<file path="src/rtl/ann_train_sequencer.sv">
// rtl/ann_train_sequencer.sv - training/inference pass sequencer for the drowsiness-detector ANN
//
// Walks an external sample store by index, runs one ANN pass per sample through a
// level Start / pulsed done handshake, scores each pass against the stored targets
// and stops on convergence, on the epoch limit, or on a watchdog fault.
//
// Ports:
//   clk, rst_n      clock (rising edge), asynchronous active-low reset
//   go              pulse, start a training run (wins over infer_req)
//   infer_req       pulse, one inference pass on live sensor data
//   samp_idx        sample store read index; tgt_in is its combinational read data
//   use_live        ANN input mux select, 1 = live sensor data
//   tgt_in          targets of samp_idx, packed [k*DW +: DW]
//   ann_start       level Start to the ANN, held until ann_done
//   ann_train       ANN training pin
//   ann_done        one-cycle pulse from the ANN, ann_out valid with it
//   ann_out         ANN outputs, packed [k*DW +: DW]
//   result          latched inference outputs
//   res_valid       one-cycle pulse when result updates
//   busy            run in progress
//   converged       last training run converged
//   fault           watchdog expired waiting for ann_done
//   epoch_cnt       completed epochs of the current/last run
//   epoch_err       (ERR_LOG_EN only) saturating total err of the last completed epoch
//
// Optional feature macro: ERR_LOG_EN adds the epoch_err output and its accumulator.
module ann_train_sequencer #(
  parameter int DW         = 10,
  parameter int N_OUT      = 3,
  parameter int N_SAMPLES  = 8,
  parameter int MAX_EPOCHS = 64,
  parameter int ERR_TOL    = 16,
  parameter int TIMEOUT    = 4096
) (
  input  logic                                clk,
  input  logic                                rst_n,
  input  logic                                go,
  input  logic                                infer_req,
  output logic [$clog2(N_SAMPLES)-1:0]        samp_idx,
  output logic                                use_live,
  input  logic [N_OUT*DW-1:0]                 tgt_in,
  output logic                                ann_start,
  output logic                                ann_train,
  input  logic                                ann_done,
  input  logic [N_OUT*DW-1:0]                 ann_out,
  output logic [N_OUT*DW-1:0]                 result,
  output logic                                res_valid,
  output logic                                busy,
  output logic                                converged,
  output logic                                fault,
  output logic [$clog2(MAX_EPOCHS+1)-1:0]     epoch_cnt
`ifdef ERR_LOG_EN
  ,
  output logic [DW+2+$clog2(N_SAMPLES)-1:0]   epoch_err
`endif
);

  localparam int IW  = $clog2(N_SAMPLES);
  localparam int EW  = $clog2(MAX_EPOCHS + 1);
  localparam int TW  = $clog2(TIMEOUT + 1);

  localparam logic [IW-1:0]   LAST_IDX = IW'(N_SAMPLES - 1);
  localparam logic [EW-1:0]   EP_LIMIT = EW'(MAX_EPOCHS);
  localparam logic [TW-1:0]   WD_LAST  = TW'(TIMEOUT - 1);
  localparam logic [DW+1:0]   TOL      = (DW+2)'(ERR_TOL);

  typedef enum logic [2:0] {IDLE, SETUP, RUN, EVAL, EPOCH, DONE, FAULT} state_t;

  state_t                state;
  logic [N_OUT*DW-1:0]   cap;
  logic                  all_ok;
  logic [TW-1:0]         wd;
  logic [DW-1:0]         diff;
  logic [DW+1:0]         err;
  logic [EW-1:0]         ep_next;

  assign ep_next = epoch_cnt + EW'(1);

  // Sum of absolute differences between the captured outputs and the targets of
  // the current sample; the store is combinational so tgt_in is stable in EVAL.
  always_comb begin
    err  = '0;
    diff = '0;
    for (int k = 0; k < N_OUT; k++) begin
      diff = (cap[k*DW +: DW] >= tgt_in[k*DW +: DW]) ?
             cap[k*DW +: DW] - tgt_in[k*DW +: DW] :
             tgt_in[k*DW +: DW] - cap[k*DW +: DW];
      err  = err + {2'b00, diff};
    end
  end

`ifdef ERR_LOG_EN
  localparam int AW = DW + 2 + IW;
  logic [AW-1:0] acc;
  logic [AW:0]   acc_sum;
  assign acc_sum = {1'b0, acc} + (AW+1)'(err);
`endif

  always_ff @(posedge clk or negedge rst_n) begin
    if (!rst_n) begin
      state     <= IDLE;
      samp_idx  <= '0;
      use_live  <= 1'b0;
      ann_start <= 1'b0;
      ann_train <= 1'b0;
      result    <= '0;
      res_valid <= 1'b0;
      busy      <= 1'b0;
      converged <= 1'b0;
      fault     <= 1'b0;
      epoch_cnt <= '0;
      cap       <= '0;
      all_ok    <= 1'b0;
      wd        <= '0;
`ifdef ERR_LOG_EN
      acc       <= '0;
      epoch_err <= '0;
`endif
    end else begin
      res_valid <= 1'b0;
      case (state)
        // DONE and FAULT behave as IDLE towards new requests; status is held.
        IDLE, DONE, FAULT: begin
          if (go) begin
            state     <= SETUP;
            samp_idx  <= '0;
            epoch_cnt <= '0;
            converged <= 1'b0;
            fault     <= 1'b0;
            use_live  <= 1'b0;
            ann_train <= 1'b1;
            all_ok    <= 1'b1;
            busy      <= 1'b1;
`ifdef ERR_LOG_EN
            acc       <= '0;
`endif
          end else if (infer_req) begin
            state     <= SETUP;
            samp_idx  <= '0;
            fault     <= 1'b0;
            use_live  <= 1'b1;
            ann_train <= 1'b0;
            busy      <= 1'b1;
          end
        end
        SETUP: begin
          state     <= RUN;
          ann_start <= 1'b1;
          wd        <= '0;
        end
        RUN: begin
          if (ann_done) begin
            ann_start <= 1'b0;
            cap       <= ann_out;
            state     <= EVAL;
          end else if (wd == WD_LAST) begin
            ann_start <= 1'b0;
            ann_train <= 1'b0;
            busy      <= 1'b0;
            fault     <= 1'b1;
            state     <= FAULT;
          end else begin
            wd <= wd + TW'(1);
          end
        end
        EVAL: begin
          if (use_live) begin
            result    <= cap;
            res_valid <= 1'b1;
            busy      <= 1'b0;
            state     <= DONE;
          end else begin
            if (err > TOL) all_ok <= 1'b0;
`ifdef ERR_LOG_EN
            acc <= acc_sum[AW] ? '1 : acc_sum[AW-1:0];
`endif
            if (samp_idx == LAST_IDX) begin
              state <= EPOCH;
            end else begin
              samp_idx <= samp_idx + IW'(1);
              state    <= SETUP;
            end
          end
        end
        EPOCH: begin
          epoch_cnt <= ep_next;
`ifdef ERR_LOG_EN
          epoch_err <= acc;
`endif
          if (all_ok || ep_next == EP_LIMIT) begin
            converged <= all_ok;
            busy      <= 1'b0;
            ann_train <= 1'b0;
            state     <= DONE;
          end else begin
            samp_idx  <= '0;
            all_ok    <= 1'b1;
`ifdef ERR_LOG_EN
            acc       <= '0;
`endif
            state     <= SETUP;
          end
        end
        default: state <= IDLE;
      endcase
    end
  end

endmodule

</file>
<file path="config.mk">
export PLATFORM = sky130hd
export DESIGN_NAME = ann_train_sequencer
export DESIGN_NICKNAME = d
export VERILOG_FILES = /design/src/rtl/ann_train_sequencer.sv
export SDC_FILE = /design/constraint.sdc
export NUM_CORES = 1
export LEC_CHECK = 0
export ABC_CLOCK_PERIOD_IN_PS = 11050
export CAP_MARGIN = 20
export CORE_MARGIN = 2
export CORE_UTILIZATION = 37
export DETAILED_ROUTE_END_ITERATION = 8
export PLACE_DENSITY = 0.56
export SYNTH_ARGS = -nofsm -noshare
export SYNTH_HDL_FRONTEND = slang
export SYNTH_SLANG_ARGS = --single-unit
</file>
<file path="constraint.sdc">
create_clock -name clk -period 11.05 [get_ports clk]
set_input_delay 1.6575 -clock clk [delete_from_list [all_inputs] [get_ports clk]]
set_output_delay 1.6575 -clock clk [all_outputs]
set_load 0.005 [all_outputs]
</file>
==> impl_metrics.xml, run 1 <==
<?xml version="1.0" encoding="UTF-8"?>
<metrics>
  <group name="routing">
    <metric name="remaining_design_rule_violation_count" unit="">0</metric>
    <metric name="route.vias.total" unit="">6529</metric>
    <metric name="vias_per_cell" unit="">5.30</metric>
    <metric name="wire_length_per_cell" unit="um">14.8</metric>
    <metric name="drt_pass1_iterations" unit="">5</metric>
    <metric name="postRouteAntennaNets" unit="">0</metric>
    <metric name="iter_0_drt_violations" unit="">305</metric>
    <metric name="finalWirelength" unit="um">18200</metric>
  </group>
  <group name="clock_tree">
    <metric name="cts_h_tree_depth" unit="">3</metric>
    <metric name="cts.sinks" unit="">94</metric>
    <metric name="clk_root_buffer_cell" unit="">clkbuf_16</metric>
    <metric name="clock_latency" unit="ns">0.36</metric>
    <metric name="number_of_setup_buffers_added_after_cts" unit="">0</metric>
    <metric name="post_cts_hold_buffer_count" unit="">0</metric>
    <metric name="clk_pin_slew_worst_paths" unit="ns">0.08</metric>
    <metric name="cts_tree" unit="">done</metric>
    <metric name="cts.repair.resized" unit="">0</metric>
    <metric name="deepest_clock_path_buffer_count" unit="">2</metric>
    <metric name="tritoncts.num_buffers" unit="">9</metric>
  </group>
  <group name="run_status">
    <metric name="status" unit="">completed</metric>
  </group>
  <group name="critical_path">
    <metric name="r2r_slack" unit="ns">4.96</metric>
    <metric name="critical-path-slowest-cell" unit="">fa_1</metric>
    <metric name="critPathMaxFanout" unit="">13</metric>
    <metric name="endpoint_kind" unit="">flop</metric>
    <metric name="worst_ep_required_time" unit="ns">11.29</metric>
    <metric name="crit_family" unit="">compound AO/OA/AOI/OAI gates</metric>
    <metric name="timing.critical_path.from_type" unit="">input pin</metric>
    <metric name="worst-path-buf-inv" unit="">3</metric>
    <metric name="crit_type" unit="">in2reg</metric>
    <metric name="timing.critical_path.slowest_cell_delay" unit="ns">0.58</metric>
    <metric name="cp_cell_sequence" unit="">clkdlybuf4s50_1 -&gt; ha_1 -&gt; inv_1 -&gt; fa_1 -&gt; a21o_1 -&gt; a2111o_1 -&gt; a21oi_1 -&gt; or2_2 -&gt; mux2i_1 -&gt; a2111o_1 -&gt; nand3_1 -&gt; fa_1 -&gt; inv_1 -&gt; ha_1 -&gt; o21a_1 -&gt; nor3b_1 -&gt; or4_1 -&gt; or4_1 -&gt; a211oi_2 -&gt; a31oi_1 -&gt; mux2_1</metric>
    <metric name="cp_data_arrival_time" unit="ns">7.66</metric>
  </group>
  <group name="sta">
    <metric name="grt_setup_unrepaired" unit="">no</metric>
    <metric name="slew_limit_headroom" unit="">0.403</metric>
    <metric name="hold_violations" unit="">0</metric>
    <metric name="timing.clock.skew" unit="ns">0.0104</metric>
    <metric name="fmax" unit="MHz">135</metric>
    <metric name="final.period_utilization" unit="">0.671</metric>
    <metric name="finalMaxSlewViolations" unit="">0</metric>
    <metric name="final.setup.tns" unit="ns">0</metric>
    <metric name="setup_viol_count_final" unit="">0</metric>
    <metric name="tightestPinTransition" unit="ns">0.895</metric>
    <metric name="layout_min_cycle_time" unit="ns">7.41</metric>
  </group>
  <group name="floorplan">
    <metric name="core-area" unit="um2">19500</metric>
    <metric name="design.die.area" unit="um2">21100</metric>
    <metric name="chipHeight" unit="um">145</metric>
    <metric name="pin_count" unit="">112</metric>
    <metric name="placementRows" unit="">51</metric>
    <metric name="die_width" unit="um">145</metric>
    <metric name="start_util" unit="">0.378</metric>
  </group>
  <group name="yosys">
    <metric name="largest_area_contributor_in_the_netlist" unit="">dfrtp_1</metric>
    <metric name="syn-mean-instance-area" unit="um2">8.53</metric>
    <metric name="synth_flop_cell" unit="">dfrtp_1</metric>
    <metric name="edff_count_synth" unit="">0</metric>
    <metric name="synth.ff_latch_count" unit="">94</metric>
    <metric name="warning_count_from_the_yosys_run" unit="">0</metric>
    <metric name="most_frequent_cell_after_synthesis" unit="">o21ai_0</metric>
    <metric name="netlist_area" unit="um2">7370</metric>
    <metric name="post_synth_main_area_contributors" unit="">dfrtp_1 (32%), ha_1 (12%), o21ai_0 (7.1%)</metric>
    <metric name="yosysTopAreaCellShare" unit="">0.319</metric>
    <metric name="synth.cells.most_frequent" unit="">o21ai_0 (105), inv_1 (103), nand2_1 (97)</metric>
    <metric name="number_of_instances_in_the_synthesized_netlist" unit="">864</metric>
    <metric name="syn-num-nets" unit="">1016</metric>
    <metric name="postSynth.asyncResetShare" unit="">1.00</metric>
    <metric name="yosysUniqueCellTypes" unit="">69</metric>
    <metric name="synth-seq-area-share" unit="">0.319</metric>
  </group>
  <group name="place">
    <metric name="placed_cells" unit="">1215</metric>
    <metric name="place_hpwl" unit="um">14100</metric>
    <metric name="place_congestion" unit="">0.840</metric>
    <metric name="port_buffers" unit="">111</metric>
  </group>
  <group name="global_routing">
    <metric name="antenna_violations_before_repair" unit="">0</metric>
    <metric name="grt_start_max_net_pins" unit="">69</metric>
    <metric name="grt_remaining_overflow" unit="">0</metric>
    <metric name="number_of_global_route_vias_before_repair" unit="">6212</metric>
    <metric name="first_pass_grt_wire_length" unit="um">30500</metric>
    <metric name="track_usage" unit="">0.174</metric>
  </group>
  <group name="finish">
    <metric name="seq_area" unit="um2">2350</metric>
    <metric name="final.fill_count" unit="">1942</metric>
    <metric name="instances_no_fill" unit="">1231</metric>
    <metric name="syn_to_layout_area_delta" unit="%">22.5</metric>
    <metric name="num-nets-final" unit="">1113</metric>
    <metric name="multi_input_combinational_cell_area" unit="um2">4530</metric>
    <metric name="layout-drive-gt1-share" unit="">0.0445</metric>
    <metric name="total_inserted_antenna_cells" unit="">0</metric>
  </group>
  <group name="worst_hold_path">
    <metric name="hp-class" unit="">reg2reg</metric>
  </group>
  <group name="job">
    <metric name="max-cap-violations" unit="">0</metric>
  </group>
</metrics>
registers in the layout (all words and copies together) (netlist names):
register   cells
all_ok         1
ann_start      1
ann_train      1
busy           1
cap           30
converged      1
epoch_cnt      7
fault          1
res_valid      1
result        30
samp_idx       3
state          3
use_live       1
wd            13
path summary, 6_finish.rpt:
kind | startpoint | to | cells past startpoint
setup reg to reg | cap[20]$_DFFE_PN0P_ | all_ok$_DFFE_PN0P_ | 21
hold reg to reg | result[8]$_DFFE_PN0P_ | result[8]$_DFFE_PN0P_ | 2
min in group asynchronous | rst_n | result[22]$_DFFE_PN0P_ | 1
setup / recovery | tgt_in[20] | all_ok$_DFFE_PN0P_ | 21
max in group asynchronous | rst_n | cap[7]$_DFFE_PN0P_ | 2
hold / removal | result[8]$_DFFE_PN0P_ | result[8]$_DFFE_PN0P_ | 2
final cells by class:
class,count,area share
Tap cell,265,0.0367
Timing Repair Buffer,114,0.125
Inverter,103,0.0428
Multi-Input combinational cell,639,0.501
Clock buffer,9,0.0249
Clock inverter,7,0.00831
Sequential cell,94,0.260
cell families (layout without fill, tap and decap cells):
group / after synthesis / in the layout / synth area share
xor gates and xnor gates: 26 / 26 / 0.0309
muxes: 24 / 24 / 0.0341
DFF: 94 / 94 / 0.319
buffers and inverters: 131 / 233 / 0.0675
adders and majority gates: 87 / 87 / 0.165
and+or+nand+nor: 240 / 240 / 0.156
AOI/OAI and AO/OA: 262 / 262 / 0.228
tightest hold or removal path: cells and delay by family, from the launching register on:
kind / cells / cell delay, ns
flip-flops: 1 / 0.34
AO/OA/AOI/OAI: 1 / 0.06
AND/OR/NAND/NOR: 1 / 0.05
cells in the final DEF, fill, tap and decap left out, drive strengths merged, types with 4 or more instances in the layout:
cell type,count
and2,4
nand3,14
a2111o,4
xnor2,14
fa,17
nand2,98
or3,5
nor2b,10
and3,12
a211oi,7
clkdlybuf4s50,110
nand2b,6
nand4,10
or2,7
ha,70
or4,4
a21oi,45
mux2i,15
nor2,48
o31ai,5
o21a,6
nor4,4
nor3,7
dfrtp,94
o21ai,105
o22ai,5
xor2,12
a221oi,4
buf,4
a22o,8
nor3b,4
mux2,9
a31oi,10
clkbuf,9
a21o,15
o211ai,7
inv,106
per-stage QoR:
step	utilization	setup WS [ns]	hold WS, ns	cell area, um2
floorplan	-	4.40	0.465	7370
global placement	0.447	3.52	0.466	8730
detailed placement	0.447	3.36	0.472	8730
CTS	0.462	3.67	0.489	9030
global route	0.462	3.27	0.512	9030
finish	0.462	3.64	0.483	9030
routing by layer:
metal	GRT usage	vias up	wire length (um)
met5	0	-	0
met4	0.0382	0	161
met3	0.0355	11	870
met2	0.282	141	8280
met1	0.242	3145	8920
li1	-	3232	-
Power of run 1 is left out: the tool's default activity adds up to more than one toggle a clock period on the data nets, which glitch-free logic cannot reach.
==> inputs of run 2 (changes only) <==
- ABC_CLOCK_PERIOD_IN_PS: 11050 -> 6300
- PLACE_DENSITY: 0.56 -> 0.58
- clock period: 11.05 -> 6.3 ns (I/O delays scaled with it)
==> run 2 against run 1 <==
  * Sequential share of layout area fell by 1.8 points
  * Final cell count increased by 6.7%
  * Critical path depth down 1
  * Global-route usage rose by 1.0 points
  * Clock skew fell by 0.0012 ns
  * Flip-flop and latch count did not move
  * Non-clock buffer count up 82
  * Register-to-register slack worse by 4.1 ns
  * Die area unchanged
  * Via count grew 1.3%
  * Routed wire length grew 4.4%
  * First-iteration DRC count increased by 30%
  * Critical endpoint unchanged
==> impl_metrics.xml, run 2 (synthesis results as in run 1) <==
<?xml version="1.0" encoding="UTF-8"?>
<metrics>
  <group name="worst_hold_path">
    <metric name="hold_path_startpoint" unit="">result[14]$_DFFE_PN0P_</metric>
    <metric name="hold_path_depth" unit="">2</metric>
    <metric name="hp-class" unit="">reg2reg</metric>
    <metric name="hold-path-endpoint" unit="">result[14]$_DFFE_PN0P_</metric>
  </group>
  <group name="global_routing">
    <metric name="first_pass_grt_wire_length" unit="um">32000</metric>
    <metric name="antenna_violations_before_repair" unit="">0</metric>
    <metric name="number_of_global_route_vias_before_repair" unit="">6512</metric>
    <metric name="grt_remaining_overflow" unit="">0</metric>
    <metric name="grt_start_max_net_pins" unit="">64</metric>
    <metric name="track_usage" unit="">0.184</metric>
  </group>
  <group name="routing">
    <metric name="route.vias.total" unit="">6617</metric>
    <metric name="remaining_design_rule_violation_count" unit="">0</metric>
    <metric name="drt_pass1_iterations" unit="">7</metric>
    <metric name="postRouteAntennaNets" unit="">0</metric>
    <metric name="finalWirelength" unit="um">19000</metric>
    <metric name="vias_per_cell" unit="">5.04</metric>
    <metric name="wire_length_per_cell" unit="um">14.5</metric>
    <metric name="iter_0_drt_violations" unit="">396</metric>
  </group>
  <group name="place">
    <metric name="port_buffers" unit="">111</metric>
    <metric name="dpl_cell_area" unit="um2">9360</metric>
    <metric name="place_congestion" unit="">0.906</metric>
    <metric name="place_hpwl" unit="um">14800</metric>
  </group>
  <group name="floorplan">
    <metric name="design.die.area" unit="um2">21100</metric>
    <metric name="chipHeight" unit="um">145</metric>
    <metric name="start_util" unit="">0.378</metric>
    <metric name="placementRows" unit="">51</metric>
    <metric name="pin_count" unit="">112</metric>
    <metric name="die_width" unit="um">145</metric>
    <metric name="core-area" unit="um2">19500</metric>
  </group>
  <group name="sta">
    <metric name="setup_viol_count_final" unit="">0</metric>
    <metric name="fmax" unit="MHz">166</metric>
    <metric name="slew_limit_headroom" unit="">0.461</metric>
    <metric name="final.period_utilization" unit="">0.955</metric>
    <metric name="layout_min_cycle_time" unit="ns">6.01</metric>
    <metric name="finalMaxSlewViolations" unit="">0</metric>
    <metric name="hold_violations" unit="">0</metric>
    <metric name="grt_setup_unrepaired" unit="">no</metric>
    <metric name="timing.clock.skew" unit="ns">0.00925</metric>
    <metric name="tightestPinTransition" unit="ns">0.809</metric>
  </group>
  <group name="critical_path">
    <metric name="critical-path-slowest-cell" unit="">or4_1</metric>
    <metric name="worst_ep_required_time" unit="ns">6.55</metric>
    <metric name="r2r_slack" unit="ns">0.89</metric>
    <metric name="timing.rr.start" unit="">cap[20]$_DFFE_PN0P_</metric>
    <metric name="reg2reg_to" unit="">all_ok$_DFFE_PN0P_</metric>
    <metric name="endpoint_kind" unit="">flop</metric>
    <metric name="timing.critical_path.from_type" unit="">input pin</metric>
    <metric name="critPathMaxFanout" unit="">4</metric>
    <metric name="cell_depth_of_the_worst_flop_to_flop_path" unit="">20</metric>
    <metric name="timing.critical_path.slowest_cell_delay" unit="ns">0.54</metric>
    <metric name="cp_cell_sequence" unit="">clkdlybuf4s50_1 -&gt; ha_2 -&gt; inv_1 -&gt; fa_1 -&gt; a21o_1 -&gt; a2111o_1 -&gt; a2111o_1 -&gt; nand4_1 -&gt; o211ai_1 -&gt; a222oi_1 -&gt; xor2_1 -&gt; fa_1 -&gt; inv_2 -&gt; ha_4 -&gt; nor3b_1 -&gt; or4_1 -&gt; or4_1 -&gt; a211oi_2 -&gt; a31oi_1 -&gt; mux2_1</metric>
    <metric name="crit_type" unit="">in2reg</metric>
    <metric name="cp_data_arrival_time" unit="ns">6.26</metric>
  </group>
  <group name="clock_tree">
    <metric name="cts_h_tree_depth" unit="">3</metric>
    <metric name="post_cts_hold_buffer_count" unit="">0</metric>
    <metric name="cts_tree" unit="">done</metric>
    <metric name="cts.sinks" unit="">94</metric>
    <metric name="deepest_clock_path_buffer_count" unit="">2</metric>
    <metric name="clock_latency" unit="ns">0.36</metric>
    <metric name="tritoncts.num_buffers" unit="">9</metric>
    <metric name="clk_root_buffer_cell" unit="">clkbuf_16</metric>
    <metric name="clk_pin_slew_worst_paths" unit="ns">0.07</metric>
  </group>
  <group name="finish">
    <metric name="reg.largest.list" unit="">cap (30), result (30), wd (13)</metric>
    <metric name="commonest_cells_after_routing_fill_and_taps_aside" unit="">clkdlybuf4s50_1 (110), o21ai_0 (105), inv_1 (102), nand2_1 (97), dfrtp_1 (94)</metric>
    <metric name="total_inserted_antenna_cells" unit="">0</metric>
    <metric name="fin_area" unit="um2">9690</metric>
    <metric name="syn_to_layout_area_delta" unit="%">31.5</metric>
    <metric name="layout-drive-gt1-share" unit="">0.123</metric>
    <metric name="num-nets-final" unit="">1195</metric>
    <metric name="layout_commonest_cell" unit="">clkdlybuf4s50_1</metric>
  </group>
  <group name="run_status">
    <metric name="status" unit="">completed</metric>
  </group>
  <group name="job">
    <metric name="max-cap-violations" unit="">0</metric>
  </group>
</metrics>
## run 2: what timing repair did
item                                    CTS  global route
resized for setup                         0             4
setup buffers                             0             0
endpoints found under the setup margin    0             1
## run 2: how the worst max path moves through the flow
stage	cells after the start	endpoint	slack, ns	start
finish	20	all_ok$_DFFE_PN0P_	0.29	tgt_in[20]
global route	20	all_ok$_DFFE_PN0P_	0.004	tgt_in[20]
CTS	21	all_ok$_DFFE_PN0P_	0.07	tgt_in[20]
detailed placement	21	all_ok$_DFFE_PN0P_	-0.29	tgt_in[20]
global placement	20	all_ok$_DFFE_PN0P_	-0.22	tgt_in[20]
floorplan	21	all_ok$_DFFE_PN0P_	0.36	tgt_in[20]
## run 2: stage by stage
step	utilization	setup slack, ns	hold WS (ns)	cells	setup TNS (ns)
after floorplan	-	0.362	0.465	864	0
after global placement	0.479	-0.224	0.460	1297	-0.224
after detailed placement	0.479	-0.292	0.469	1297	-0.292
after CTS	0.495	0.0731	0.487	1313	0
after global routing	0.496	0.00415	0.513	1313	0
final	0.496	0.286	0.478	1313	0
## run 2: layout make-up
class                   instances  area [um2]
clock inverters                 7        87.6
inverters                     103         387
repair buffers                196        1760
fillers                      1910        9830
flip-flops and latches         94        2350
clock buffers                   9         225
multi-input cells             639        4550
well taps                     265         332
## run 2: worst max-delay path: cells and delay by family
kind / cells / cell delay [ns]
adder cells (fa/ha/maj): 4 / 1.24
multiplexers: 1 / 0.32
buffers and inverters: 3 / 0.62
XOR/XNOR: 1 / 0.24
AO/OA/AOI/OAI: 7 / 1.68
AND/OR/NAND/NOR: 4 / 1.23
## run 2: per-layer routing
metal	up-vias	routed length, um	GRT usage
met2	118	8300	0.287
met4	0	278	0.0588
li1	3400	-	-
met5	-	0	0
met3	16	672	0.0252
met1	3083	9770	0.265
Power of run 2 is left out for the same reason.
